===== config.mk =====
export PLATFORM = sky130hd
export DESIGN_NAME = muldiv_sequencer
export DESIGN_NICKNAME = d
export VERILOG_FILES = /design/src/rtl/muldiv_sequencer.sv
export SDC_FILE = /design/constraint.sdc
export NUM_CORES = 1
export LEC_CHECK = 0
export CAP_MARGIN = 20
export CORE_UTILIZATION = 39
export CTS_BUF_LIST = sky130_fd_sc_hd__clkbuf_4
export CTS_CLUSTER_DIAMETER = 40
export DETAILED_ROUTE_END_ITERATION = 10
export GPL_ROUTABILITY_DRIVEN = 1
export SYNTH_ARGS = -nofsm -noshare
export SYNTH_HDL_FRONTEND = slang
export SYNTH_SLANG_ARGS = --single-unit

===== constraint.sdc =====
create_clock -name clk -period 2.9 [get_ports clk]
set_input_delay 0.29 -clock clk [delete_from_list [all_inputs] [get_ports clk]]
set_output_delay 0.29 -clock clk [all_outputs]
set_load 0.01 [all_outputs]

===== src/rtl/muldiv_sequencer.sv =====
// rtl/muldiv_sequencer.sv - Iterative unsigned multiply/divide unit with EX-stage stall sequencing
module muldiv_sequencer #(
    parameter int WIDTH = 32,
    parameter int CNT_W = 5
) (
    input  logic             clk,
    input  logic             rst,
    input  logic             start,
    input  logic [1:0]       op,
    input  logic [WIDTH-1:0] a,
    input  logic [WIDTH-1:0] b,
    input  logic             flush,
    output logic             stall,
    output logic             busy,
    output logic             done,
    output logic [WIDTH-1:0] result
);
    typedef enum logic [1:0] {
        IDLE = 2'd0,
        BUSY = 2'd1,
        DONE = 2'd2
    } state_t;

    localparam logic [CNT_W-1:0] CNT_LAST = CNT_W'(WIDTH - 1);

    state_t           state;
    logic [CNT_W-1:0] cnt;
    logic [1:0]       op_q;
    logic [WIDTH-1:0] opnd;
    logic [WIDTH-1:0] hi;
    logic [WIDTH-1:0] lo;
    logic             done_q;

    logic             accept;
    logic [WIDTH:0]   mul_sum;
    logic [WIDTH:0]   div_shift;
    logic             div_ok;
    logic [WIDTH-1:0] div_diff;
    logic [WIDTH-1:0] hi_next;
    logic [WIDTH-1:0] lo_next;

    assign accept = (state == IDLE) && start && !flush;
    assign stall  = accept || (state == BUSY);
    assign busy   = (state != IDLE);
    assign done   = done_q && !flush;

    // hi/lo are shared: product halves for multiply, remainder/quotient for divide
    always_comb begin
        mul_sum   = {1'b0, hi} + (lo[0] ? {1'b0, opnd} : {(WIDTH+1){1'b0}});
        div_shift = {hi, lo[WIDTH-1]};
        div_ok    = (div_shift >= {1'b0, opnd});
        div_diff  = div_shift[WIDTH-1:0] - opnd;
        if (op_q[1]) begin
            hi_next = div_ok ? div_diff : div_shift[WIDTH-1:0];
            lo_next = {lo[WIDTH-2:0], div_ok};
        end else begin
            hi_next = mul_sum[WIDTH:1];
            lo_next = {mul_sum[0], lo[WIDTH-1:1]};
        end
    end

    always_ff @(posedge clk) begin
        if (rst) begin
            state  <= IDLE;
            cnt    <= '0;
            op_q   <= '0;
            opnd   <= '0;
            hi     <= '0;
            lo     <= '0;
            done_q <= 1'b0;
            result <= '0;
        end else begin
            done_q <= 1'b0;
            case (state)
                IDLE: begin
                    if (accept) begin
                        op_q <= op;
                        cnt  <= '0;
                        hi   <= '0;
                        opnd <= op[1] ? b : a;
                        lo   <= op[1] ? a : b;
                        if (op[1] && (b == '0)) begin
                            // Divide by zero: DIVU gives all ones, REMU gives the dividend
                            result <= op[0] ? a : {WIDTH{1'b1}};
                            done_q <= 1'b1;
                            state  <= DONE;
                        end else begin
                            state <= BUSY;
                        end
                    end
                end
                BUSY: begin
                    if (flush) begin
                        state <= IDLE;
                    end else begin
                        hi  <= hi_next;
                        lo  <= lo_next;
                        cnt <= cnt + CNT_W'(1);
                        if (cnt == CNT_LAST) begin
                            // op[0] picks the high half: MULHU and REMU
                            result <= op_q[0] ? hi_next : lo_next;
                            done_q <= 1'b1;
                            state  <= DONE;
                        end
                    end
                end
                DONE: begin
                    state <= IDLE;
                end
                default: begin
                    state <= IDLE;
                end
            endcase
        end
    end
endmodule


After elaboration in Yosys (flattened, before gate mapping) --
Index checks and enable logic that the tools add are counted.
Storage, ports and cells: register bits after elaboration 138, bits of input ports 70, output and inout bits 35, logic and storage cells 65
Operators by class: add/sub/neg operators 3, order comparisons 1, equality and inequality tests 7, muxes and demuxes 32, reduce and logical (&&, ||, !) cells 14
Operator list (number):
- $mux 32 | 16
- $pmux 32 s2 | 3
- $add 32x32->33 | 1
- $ge 33x32->1 | 1
- $logic_not 32->1 | 1
- $sub 32x32->32 | 1
- $mux 5 | 2
- $pmux 5 s2 | 1
- $mux 2 | 4
- $add 5x1->5 const B | 1
- $eq 5x5->1 const B | 1
- $reduce_and 5->1 | 1
- $logic_and 1x1->1 | 4
- $mux 1 | 4
- $ne 2x1->1 const B | 2
- $ne 2x2->1 const B | 2
- $pmux 2 s2 | 1
- $reduce_and 2->1 | 2
- $reduce_bool 2->1 | 2
- $ne 3x2->1 const B | 1
- $reduce_and 3->1 | 1
- $eq 2x1->1 const B | 1
- $logic_not 2->1 | 1
- $pmux 1 s2 | 1
- other kinds (2) | 2

Depth between registers and ports, before layout --
Gate-level depths: netlist (run 1).
depth after elaboration 7, depth in mapped cells 15, gate-level depth less buffers 14

Least setup slack after synthesis (run 1) --
Ideal clock, no wire load.
kind register to register, start register lo[31], end register hi[30], library setup time 0.074 ns, data arrival time 3.065 ns, required time 2.826 ns, setup slack -0.240 ns, stages on the path, launching flop included 15, buffers on the path 0, period minus slack after synthesis 3.140 ns, cell sequence dfxtp_1 > inv_1 > ha_1 > inv_1 > fa_1 > a211oi_2 > o21ai_1 > a2111oi_4 > nor4_1 > nor4_2 > a21oi_1 > or4b_1 > a311oi_1 > a21oi_1 > o21ai_0
On the way: cells in the longest elaborated chain, start to end 5, elaborated cells on any way between the ends 6, classes of those cells add/sub (1); order compare (1); mux (4)
RTL lines:
- from (decl) | line 31 | logic [WIDTH-1:0] lo;
- from (signal assigned) | line 81 | lo <= op[1] ? a : b;
- from (signal assigned) | line 97 | lo <= lo_next;
- $sub 32x32->32 or $ge 33x32->1 (tied branches) | line 52, 51
- $mux 32 * | line 54 | hi_next = div_ok ? div_diff : div_shift[WIDTH-1:0];
- $mux 32 * | line 53 | if (op_q[1]) begin
- $mux 32 * | line 93 | if (flush) begin
- $pmux 32 s2 * | line 74 | case (state)
- to (signal assigned) | line 96 | hi <= hi_next;
- to (decl) | line 30 | logic [WIDTH-1:0] hi;
Mark *: on every way between the ends. The rest lies on a longest branch, timed or not. The select of a mux whose other input is x is not followed. A chain may end at the register's enable or synchronous reset.

Worst setup path in the final report (run 1) --
start register lo[31], end register result[30]
On the way: cells in the longest elaborated chain, start to end 7, elaborated cells on any way between the ends 9, classes of those cells add/sub (1); order compare (1); mux (7)
RTL lines:
- $sub 32x32->32 or $ge 33x32->1 (tied branches) | line 52, 51
- $mux 32 | line 54
- $mux 32 | line 53
- $mux 32 * | line 101 | result <= op_q[0] ? hi_next : lo_next;
- $mux 32 * | line 99 | if (cnt == CNT_LAST) begin
- $mux 32 * | line 93
- $pmux 32 s2 * | line 74
- to (signal assigned) | line 84 | result <= op[0] ? a : {WIDTH{1'b1}};
- to (signal assigned) | line 101
- to (decl) | line 16 | output logic [WIDTH-1:0] result
Marked as above.

==> results.yml, run 1 <==
cts:
  clk_pin_slew_ns: 0.13
  clk_latency_ns: 0.59
  cts_buffers: 17
  cts_htree_levels: 4
  clock_sinks: 138
  cts_tree: "built"
  cts_root_buf: "clkbuf_4"
  clk_path_buf_depth: 2
pwr:
  peakVddDrop_mv: 0.283
  p_per_area_nw_per_um2: 316
  p_leak_nw: 6.93
  design_power_total_w: 0.00532
logic_synthesis:
  syn-num-nets: 1603
  synth.yosys.seq_area_share_pct: 24.5
  yosys.area.top_type_share_pct: 24.5
  syn_area_um2: 11300
  yosys_warnings: 0
  synth_commonest_cells: "nor2_1, dfxtp_1, a21oi_1, nand2_1, o21ai_0"
  synth_cell_types: 81
  synth_edf_count: 0
  yosysTopAreaCell: "dfxtp_1"
  async_flop_share_pct: 0
  syn_inst: 1465
  synth_flop_cell: "dfxtp_1"
  avgSynthCellArea_um2: 7.69
  synth.area.top_cells: "dfxtp_1, mux2i_1, ha_1, nor2_1, a21oi_1"
  synth.most_common_cell: "nor2_1"
  ys_seq_elements: 138
worst_setup_path:
  cp_slowest_cell: "or4b_4"
  cp-end-kind: "flop"
  path_class: "reg -> reg"
  cp_top_family: "compound AO/OA/AOI/OAI gates"
  critPathBufInv: 3
  crit_required_ns: 3.42
  path_cells: "inv_2 > ha_4 > inv_2 > fa_2 > a211oi_4 > o21ai_2 > a2111oi_4 > nor4_2 > nor4_2 > buf_4 > a21oi_2 > or4b_4 > a311oi_4 > a21oi_2 > o21ai_1"
  path_max_fanout: 3
  cp_slowest_stage_delay_ns: 0.51
  arrival_ns: 3.91
  cp-start-kind: "flop"
route:
  dr_total_vias: 12800
  route.detailed.drc: 0
  postRouteAntennaNets: 0
  avgViaCountPerCell: 5.75
  routed_wl_um: 44900
  routed_wire_length_per_instance_um: 20.1
  dr.pass1.iters: 6
  drt-initial-drc-count: 1306
sta:
  tightestPinTransition_ns: 0.830
  finalHoldViolCount: 0
  fin_ws_ns: -0.494
  rsz0062_at_grt: "yes"
  setup_viol: 65
  min_period_ns: 3.39
  finalSetupTns_ns: -18.63
  maxSlewHeadroom_pct: 44.6
  holdWs_ns: 0.345
  min_period_over_period_pct: 117
  fmax_mhz: 295
  skew_ns: 0.0229
  report.final.slew_viol_count: 0
flow_run:
  maxCapViolations: 0
global_route:
  grt_pass1_vias: 12000
  grt_pass1_wl_um: 68100
  antenna_found_initial: 1
  grt_usage_pct: 30.1
  grt_overflow: 0
  grt_max_degree: 93
floorplan:
  start_util_pct: 40.1
  die_h_um: 172
  rows: 61
  core_area_um2: 28100
  pin_count: 105
  die_x_um: 172
  die-area_um2: 29600
placed_design:
  place.gp.congestion: 0.924
  dp_cells: 2166
  post-place-ws_ns: -0.575
  hpwl_um: 32300
  io_buffers: 104
hold_path:
  hp-class: "in -> reg"
cells_and_area:
  final-instance-count-excl-fill: 2232
  areaGrowthSynthToFinish_pct: 49.4
  drive_above_1_share_pct: 34.3
  nets: 1981
status:
  run_status: "finished, violations left"
  violations: "negative setup slack"
## worst register-to-register path, cell delays in order (launching register included)
cell and delay (ns):
dfxtp_2 0.35, inv_2 0.07, ha_4 0.14, inv_2 0.04
fa_2 0.42, a211oi_4 0.28, o21ai_2 0.11, a2111oi_4 0.43
nor4_2 0.10, nor4_2 0.14, buf_4 0.17, a21oi_2 0.06
or4b_4 0.51, a311oi_4 0.31, a21oi_2 0.07, o21ai_1 0.13
## placed cells by master, fill, tap and decap left out, types with 9 or more instances in the layout
cell and n:
buf_6 22, o21ai_1 19, inv_1 47, o211ai_1 21
a21oi_2 18, nor2b_1 21, dfxtp_2 20, mux2i_4 12
xnor2_1 30, buf_4 321, a21oi_1 110, a21o_1 22
nor2_1 169, o21bai_1 10, a211o_1 10, nand2_1 88
ha_4 21, mux2_2 20, dfxtp_1 114, clkbuf_4 17
o21ai_0 64, nor3_1 17, xor2_1 12, nand4_1 13
mux2i_1 71, clkdlybuf4s50_1 102, ha_1 41, nand2b_1 11
a22oi_2 10, o21a_1 9, o21ai_2 13, nand3_1 20
a211oi_1 65, nor2_2 11, a31oi_1 10, and2_1 32
nor4_1 15
## cell families (layout without fill, tap and decap cells)
logic type	after synthesis	count (layout)	share of synthesized area, %
multiplexers	107	107	9.76
other	0	1	0
XOR/XNOR	50	50	3.89
AO/OA/AOI/OAI	483	483	28.3
AND/OR/NAND/NOR	465	465	19.9
adder cells (fa/ha/maj)	68	68	7.69
buffers and inverters	154	542	5.99
flip-flops	138	138	24.5
## sequential cells by signal, summed over array words and instances, names as in the netlist
signal  count
cnt         5
done_q      1
hi         32
lo         32
op_q        2
opnd       32
result     32
state       2
## area by class of cell
type                    count  area, um^2
inverters                  55         206
multi-input cells        1173        9110
diodes                      1        2.50
fillers                  2497       11300
repair buffers            458        3940
well taps                 378         473
flip-flops and latches    138        2800
clock inverters            12         153
clock buffers              17         128
## per-layer routing
metal,wire length (um),part of all wire (%),vias up,track usage [%]
li1,-,-,6148,-
met1,20800,46,6137,44.4
met2,20100,45,490,45.8
met3,3120,6.9,57,3.02
met4,793,1.8,0,8.50
met5,0,0,-,0
## power by group
| part | leakage, nW | total (W) | internal (W) | switching, W |
|---|---|---|---|---|
| Sequential | 1.13 | 0.00206 | 0.00198 | 0.0000756 |
| Combinational | 5.65 | 0.00189 | 0.000908 | 0.000984 |
| Clock | 0.142 | 0.00137 | 0.000580 | 0.000788 |
## through the flow
| step | utilization, % | instance area (um^2) |
|---|---|---|
| after floorplan | - | 11400 |
| after global placement | 52.9 | 14900 |
| after detailed placement | 52.9 | 14900 |
| after CTS | 57.6 | 16200 |
| after global routing | 59.9 | 16800 |
| final | 59.9 | 16800 |
## repair_timing
item,CTS,global route
endpoints found under the hold margin,8,0
hold buffers,1,0
cloned,3,1
resized for setup,183,108
setup buffers,29,19
endpoints found under the setup margin,65,65
pin swaps,90,82
## final timing paths
path	start	end	slack, ns	cells past startpoint
worst min register to register	lo[13]	lo[13]	0.49	2
worst max register to register	lo[31]	result[30]	-0.49	15
worst min-delay path	op[0]	op_q[0]	0.34	3
worst max-delay path	lo[31]	result[30]	-0.49	15
No activity file was read; power rests on OpenSTA's default activity.
==> inputs of run 2 (changes only) <==
--- a/config.mk
+++ b/config.mk
@@ -5,6 +5,7 @@
 export SDC_FILE = /design/constraint.sdc
 export NUM_CORES = 1
 export LEC_CHECK = 0
+export ABC_CLOCK_PERIOD_IN_PS = 2900
 export CAP_MARGIN = 20
 export CORE_UTILIZATION = 39
 export CTS_BUF_LIST = sky130_fd_sc_hd__clkbuf_4
==> results of run 2 <==
Same layout as run 1: the final DEF is identical, and so are final timing and power.
